## config.mk

```make
export PLATFORM = sky130hd
export DESIGN_NAME = popcount_accum
export DESIGN_NICKNAME = d
export VERILOG_FILES = /design/src/rtl/popcount_accum.sv
export SDC_FILE = /design/constraint.sdc
export NUM_CORES = 1
export LEC_CHECK = 0
export ABC_CLOCK_PERIOD_IN_PS = 2800
export CAP_MARGIN = 20
export CORE_UTILIZATION = 50
export CTS_CLUSTER_DIAMETER = 50
export DETAILED_ROUTE_END_ITERATION = 12
export GPL_ROUTABILITY_DRIVEN = 0
export PLACE_DENSITY = 0.78
export SLEW_MARGIN = 20
export SYNTH_ARGS = -nofsm -noshare
export SYNTH_HDL_FRONTEND = slang
export SYNTH_SLANG_ARGS = --single-unit
```

## constraint.sdc

```tcl
create_clock -name clk -period 2.8 [get_ports clk]
set_clock_uncertainty 0.15 [all_clocks]
set_input_delay 0.84 -clock clk [delete_from_list [all_inputs] [get_ports clk]]
set_output_delay 0.84 -clock clk [all_outputs]
set_load 0.05 [all_outputs]
```

## src/rtl/popcount_accum.sv

```systemverilog
// rtl/popcount_accum.sv - accumulates the number of 1-bits over a group of words
//
// Purpose: each accepted word is counted CHUNK bits per cycle into a
// saturating running total; the total is presented once the word flagged
// in_last has been counted, and cleared when the consumer accepts it.
//
// Ports:
//   clk        in   1      rising-edge clock for all state
//   rst        in   1      asynchronous active-high reset
//   in_valid   in   1      in_data/in_last valid
//   in_ready   out  1      block can accept a word (IDLE)
//   in_data    in   WIDTH  word whose 1-bits are counted
//   in_last    in   1      word is the last of its group
//   out_valid  out  1      out_count/out_sat valid (DONE)
//   out_ready  in   1      consumer accepts the result
//   out_count  out  ACC_W  running total of 1-bits in the group
//   out_sat    out  1      the group total was clamped at its maximum

module popcount_accum #(
   parameter int WIDTH = 8,
   parameter int CHUNK = 2,
   parameter int ACC_W = 16
) (
   input  logic             clk,
   input  logic             rst,
   input  logic             in_valid,
   output logic             in_ready,
   input  logic [WIDTH-1:0] in_data,
   input  logic             in_last,
   output logic             out_valid,
   input  logic             out_ready,
   output logic [ACC_W-1:0] out_count,
   output logic             out_sat
);

   localparam int NCH = WIDTH / CHUNK;
   localparam int CW  = (NCH > 1) ? $clog2(NCH) : 1;
   localparam logic [CW-1:0] LAST_CNT = CW'(NCH - 1);

   typedef enum logic [1:0] {IDLE, COUNT, DONE} state_t;

   state_t           state_q, state_d;
   logic [WIDTH-1:0] shift_q, shift_d;
   logic [CW-1:0]    cnt_q, cnt_d;
   logic             last_q, last_d;
   logic [ACC_W-1:0] total_q, total_d;
   logic             sat_q, sat_d;

   // One extra bit on the adder exposes the carry that triggers clamping.
   logic [ACC_W:0]   chunk_pc;
   logic [ACC_W:0]   sum_w;

   // State and datapath registers.
   always_ff @(posedge clk or posedge rst) begin
      if (rst) begin
         state_q <= IDLE;
         shift_q <= '0;
         cnt_q   <= '0;
         last_q  <= 1'b0;
         total_q <= '0;
         sat_q   <= 1'b0;
      end else begin
         state_q <= state_d;
         shift_q <= shift_d;
         cnt_q   <= cnt_d;
         last_q  <= last_d;
         total_q <= total_d;
         sat_q   <= sat_d;
      end
   end

   // Next-state logic for the FSM and the counting datapath.
   always_comb begin
      state_d = state_q;
      shift_d = shift_q;
      cnt_d   = cnt_q;
      last_d  = last_q;
      total_d = total_q;
      sat_d   = sat_q;

      chunk_pc = '0;
      for (int i = 0; i < CHUNK; i++) begin
         chunk_pc = chunk_pc + {{ACC_W{1'b0}}, shift_q[i]};
      end
      sum_w = {1'b0, total_q} + chunk_pc;

      case (state_q)
         IDLE: begin
            if (in_valid) begin
               shift_d = in_data;
               last_d  = in_last;
               cnt_d   = '0;
               state_d = COUNT;
            end
         end
         COUNT: begin
            shift_d = shift_q >> CHUNK;
            cnt_d   = cnt_q + CW'(1);
            if (sum_w[ACC_W]) begin
               total_d = '1;
               sat_d   = 1'b1;
            end else begin
               total_d = sum_w[ACC_W-1:0];
            end
            // A non-last word returns to IDLE keeping the total for the group.
            if (cnt_q == LAST_CNT) begin
               state_d = last_q ? DONE : IDLE;
            end
         end
         DONE: begin
            if (out_ready) begin
               total_d = '0;
               sat_d   = 1'b0;
               state_d = IDLE;
            end
         end
         default: state_d = IDLE;
      endcase
   end

   // Outputs decode directly from registered state.
   always_comb begin
      in_ready  = (state_q == IDLE);
      out_valid = (state_q == DONE);
      out_count = total_q;
      out_sat   = sat_q;
   end

endmodule

```

# --- Word-level counts from Yosys, hierarchy flattened ---
# Index checks and enable logic that the tools add are counted.
word_totals:
  out_inout_bits: 19
  reg_bits: 30
classes:
  n_reduce_logical: 8
  eq_ne: 7
  addsub: 3
  mux: 15
ops:
  columns: ["op", "n"]
  rows:
  - ["2-to-1 mux 16 bit", 2]
  - ["one-hot mux 16 bit (2 select lines)", 1]
  - ["adder 16 x 2 -> 17 bit", 1]
  - ["one-hot mux 8 bit (2 select lines)", 1]
  - ["2-to-1 mux 2 bit", 5]
  - ["2-to-1 mux 8 bit", 1]
  - ["!= test 2 bit (second input constant)", 3]
  - ["one-hot mux 2 bit (3 select lines)", 1]
  - ["AND reduction 2 bit", 3]
  - ["AND reduction 3 bit", 2]
  - ["== test 2 bit (second input constant)", 2]
  - ["one-hot mux 2 bit (2 select lines)", 1]
  - ["nonzero test 2 bit", 2]
  - ["adder 1 x 1 -> 2 bit", 1]
  - ["adder 2 x 1 -> 2 bit (second input constant)", 1]
  - ["== test 2 x 1 -> 1 bit (second input constant)", 1]
  - ["zero test 2 bit", 1]
  - ["2-to-1 mux 1 bit", 2]
  - ["!= test 2 x 1 -> 1 bit (second input constant)", 1]
  - ["one-hot mux 1 bit (2 select lines)", 1]

# --- Longest topological paths before layout ---
depth:
  word_depth: 4
  depth_mapped: 8

# --- Worst setup path before layout ---
# OpenSTA, ideal clock, no wires.
synth_timing:
  path_type: "flip-flop to flip-flop"
  from: "register total_q[0] (netlist: out_count[0])"
  to: "register total_q[6] (netlist: out_count[6])"
  path_slack_ps: 125
  synth_period_minus_slack_ps: 2675
  path_buffers: 0
  t_arrival_ps: 2444
  stages_incl_launch_ff: 9
  cell_sequence: "dfrtp_1 inv_1 fa_1 inv_1 ha_1 nand4_4 nor4_4 and4b_1 nor3_2"
synth_via:
  elab_chain_len: 3
synth_lines:
  columns: ["item", "line_no", "text"]
  rows:
  - ["start, declared", "46", "logic [ACC_W-1:0] total_q, total_d;"]
  - ["start signal, assigned", "67", "total_q <= total_d;"]
  - ["adder 16 x 2 -> 17 bit", "85", "sum_w = {1'b0, total_q} + chunk_pc;"]
  - ["2-to-1 mux 16 bit", "99", "if (sum_w[ACC_W]) begin"]
  - ["one-hot mux 16 bit (2 select lines)", "87", "case (state_q)"]
# Every way passes these cells.
# A chain may end at the register's enable or synchronous reset.

# --- Final worst setup path ---
layout_timing:
  from: "register total_q[4] (netlist: out_count[4])"
  to: "output out_count[4]"
layout_lines:
  columns: ["item", "line_no", "text"]
  rows:
  - ["end, declared", "32", "output logic [ACC_W-1:0] out_count,"]
# No word-level cell between the ends.

==> impl_metrics.csv <==
group,metric,value,unit
yosys,synth.most_common_cell,"dfrtp_1",
yosys,yosysUniqueCellTypes,37,
sta,min_period_over_period,96.3,%
grt,grt_pass1_vias,1437,
yosys,synth_top_family_by_area,"simple AND/OR/NAND/NOR gates",
critical_path,crit_path_max_fanout,7,
layout,n_antenna_cell,0,
yosys,synthTopCellsByArea,"dfrtp_1 (48%), nand2_1 (6.9%), nor2_1 (4.1%)",
floorplanning,fp-row-count,19,
yosys,synth-main-ff-cell,"dfrtp_1",
yosys,synth_top_cell_by_area,"dfrtp_1",
cts,cts_tree,"yes",
yosys,seq_area_frac_synth,47.7,%
detailed_routing,dr.pass1.iters,4,
detailed_routing,drt-initial-drc-count,90,
grt,track_usage,23.5,%
critical_path,worst-path-buf-inv,1,
sta,fmax,371,MHz
floorplanning,coreArea,2880,um^2
layout,fin_area,2000,um^2
floorplanning,die_w,58.1,um
yosys,synth-compound-area-share,16.9,%
sta,whs,332,ps
sta,worst_pin_slew,531,ps
yosys,syn_area,1570,um^2
detailed_routing,wl,3520,um
detailed_routing,drc_errors,0,
cts,clock-root-buffer,"clkbuf_4",
yosys,yosys.area_share.adder,2.86,%
yosys,syn-num-nets,187,
yosys,synth.area.mux_share,0.636,%
sta,slew_violations,0,
critical_path,crit_path_end_kind,"output port",
grt,grt_pass1_wl,6030,um
yosys,synth_xor_area_share,0,%
grt,antenna_found_initial,0,
cts,clock_sinks,30,
detailed_routing,vias,1449,
critical_path,start_kind,"flip-flop",
critical_path,worstPathRequired,1810,ps
critical_path,cp_top_family,"buffers and inverters",
pwr,powerDensity,1230,nW/um^2
critical_path,crit_chain,"clkdlybuf4s50_1",
sta,setup_violations,0,
yosys,netlist_top_cells_count,"dfrtp_1 (30), nand2_1 (29), nor2_1 (17)",
hold_path,min_path_type,"reg -> reg",
pwr,power_leakage,0.858,nW
pwr,vdd_drop_max,0.000641,V
layout,fin_nets,222,
yosys,synth_top_area_share,47.7,%
floorplanning,ioPinCount,32,
critical_path,cpPeakStageDelay,860,ps
grt,overflow,0,
yosys,synth_edf_count,0,
cts,clk_path_buf_depth,2,
detailed_routing,post_drt_wl_per_cell,14.1,um
cts,clkLatencyLatePin,330,ps
cts,postCtsSetupBuffers,0,
floorplanning,die_area,3380,um^2
placed_design,place_area,1930,um^2
cts,clk_pin_slew,90,ps
sta,slew_headroom,64.3,%
critical_path,slowest_stage,"clkdlybuf4s50_1",
sta,hold_viol,0,
sta,setup_tns,0,ps
yosys,synth_cells,171,
cts,ctsHoldBuffers,0,
pwr,total_power,2.45,mW
outcome,outcome,"completed",
layout,nFillCells,249,
cts,cts_buffers,5,
sta,min_period,2700,ps
detailed_routing,viasPerCell,5.82,
sta,rsz0062_at_grt,"no",
floorplanning,start_util,54.7,%
critical_path,crit_arrival,1710,ps
critical_path,worstSetupPathType,"reg -> out",
detailed_routing,ant_nets,0,
grt,grt_max_degree,31,
cts,htreeDepth,2,
flow_run,cap_violations,0,
yosys,async_flop_share,100,%
yosys,yosysWarnings,0,
placed_design,dpl.hpwl,2520,um
yosys,syn_area_per_cell,9.20,um^2
placed_design,portBuffers,31,
layout,syn2layout_area_growth,26.9,%
yosys,ys_ff_latch,30,
layout,drive_gt1_share,8.21,%
floorplanning,die_y,58.1,um
yosys,synth-simple-area-share,28.4,%
==> worst reg2reg max path: cells and delay by family (launching register included) <==
kind                     cells  cell delay (ps)
AND/OR/NAND/NOR              4             1120
flip-flops                   1              370
buffers and inverters        2              170
adder cells (fa/ha/maj)      2              710
==> per-stage QoR <==
stage                     utilization (%)  setup WS, ps  cells
after CTS                            69.2          7.05    249
after global routing                 69.4          51.7    249
final                                69.4           103    249
after detailed placement             67.2           244    241
after floorplan                         -           125    171
after global placement               67.2           351    241
==> state kept, by name, summed over array words and instances (netlist names) <==
signal,cells
out_sat,1
last_q,1
shift_q,8
cnt_q,2
out_count,16
state_q,2
==> placed cells by master, fill, tap and decap left out, types with 2 or more instances in the layout <==
| master | count |
|---|---|
| clkbuf_4 | 5 |
| o21ai_0 | 9 |
| a211oi_1 | 6 |
| buf_4 | 4 |
| nand3_1 | 6 |
| nand4_1 | 3 |
| and2_1 | 4 |
| nor3_2 | 2 |
| nor2_1 | 17 |
| a41oi_1 | 2 |
| ha_1 | 2 |
| and4b_1 | 3 |
| nor4_1 | 2 |
| clkdlybuf4s50_1 | 28 |
| nand2_1 | 29 |
| nor3_1 | 5 |
| dfrtp_1 | 30 |
| a31oi_1 | 10 |
| a21oi_1 | 7 |
| inv_1 | 8 |
| nor2b_1 | 3 |
| dlymetal6s2s_1 | 2 |
==> power breakdown <==
part	internal [mW]	leakage [nW]	total [mW]	switching [mW]
combinational	0.470	0.469	1.32	0.848
clock	0.121	0.0353	0.268	0.147
sequential	0.629	0.354	0.866	0.237
==> final cells by class <==
class                           instances  area [um^2]  share of cell area [%]
Multi-Input combinational cell        127          768                    38.5
Sequential cell                        30          751                    37.6
Timing Repair Buffer                   34          335                    16.8
Clock buffer                            7         55.1                    2.76
Tap cell                               42         52.6                    2.63
Inverter                                8         30.0                    1.50
Clock inverter                          1         5.00                   0.251
==> cell families (layout without fill, tap and decap cells) <==
logic type	Yosys count	in the layout
simple gates	82	82
compound gates	41	41
flops	30	30
buf+inv	14	50
fa+ha+maj	3	3
mux	1	1
==> layer usage <==
| layer | vias up | global-route usage (%) | wire, um |
|---|---|---|---|
| met5 | - | 0 | 0 |
| met4 | 0 | 12.9 | 70 |
| met3 | 10 | 7.14 | 244 |
| met2 | 67 | 38.3 | 1710 |
| met1 | 678 | 27.8 | 1490 |
| li1 | 694 | - | - |
==> path summary, 6_finish.rpt <==
check / startpoint / to / slack [ps] / cells after the start
max: out_count[4]$_DFFE_PP0P_ / out_count[4] / 100 / 1
min reg2reg: last_q$_DFFE_PP0P_ / last_q$_DFFE_PP0P_ / 330 / 2
max reg2reg: out_count[0]$_DFFE_PP0P_ / out_count[6]$_DFFE_PP0P_ / 210 / 8
max in group asynchronous: rst / shift_q[2]$_DFFE_PP0P_ / 1500 / 3
min in group asynchronous: rst / last_q$_DFFE_PP0P_ / 720 / 3
min: last_q$_DFFE_PP0P_ / last_q$_DFFE_PP0P_ / 330 / 2
==> what timing repair did <==
item | in CTS | in global routing
resized for setup | 0 | 2
endpoints found under the hold margin | 0 | 0
endpoints found under the setup margin | 0 | 2
(Power assumes the default switching activity.)
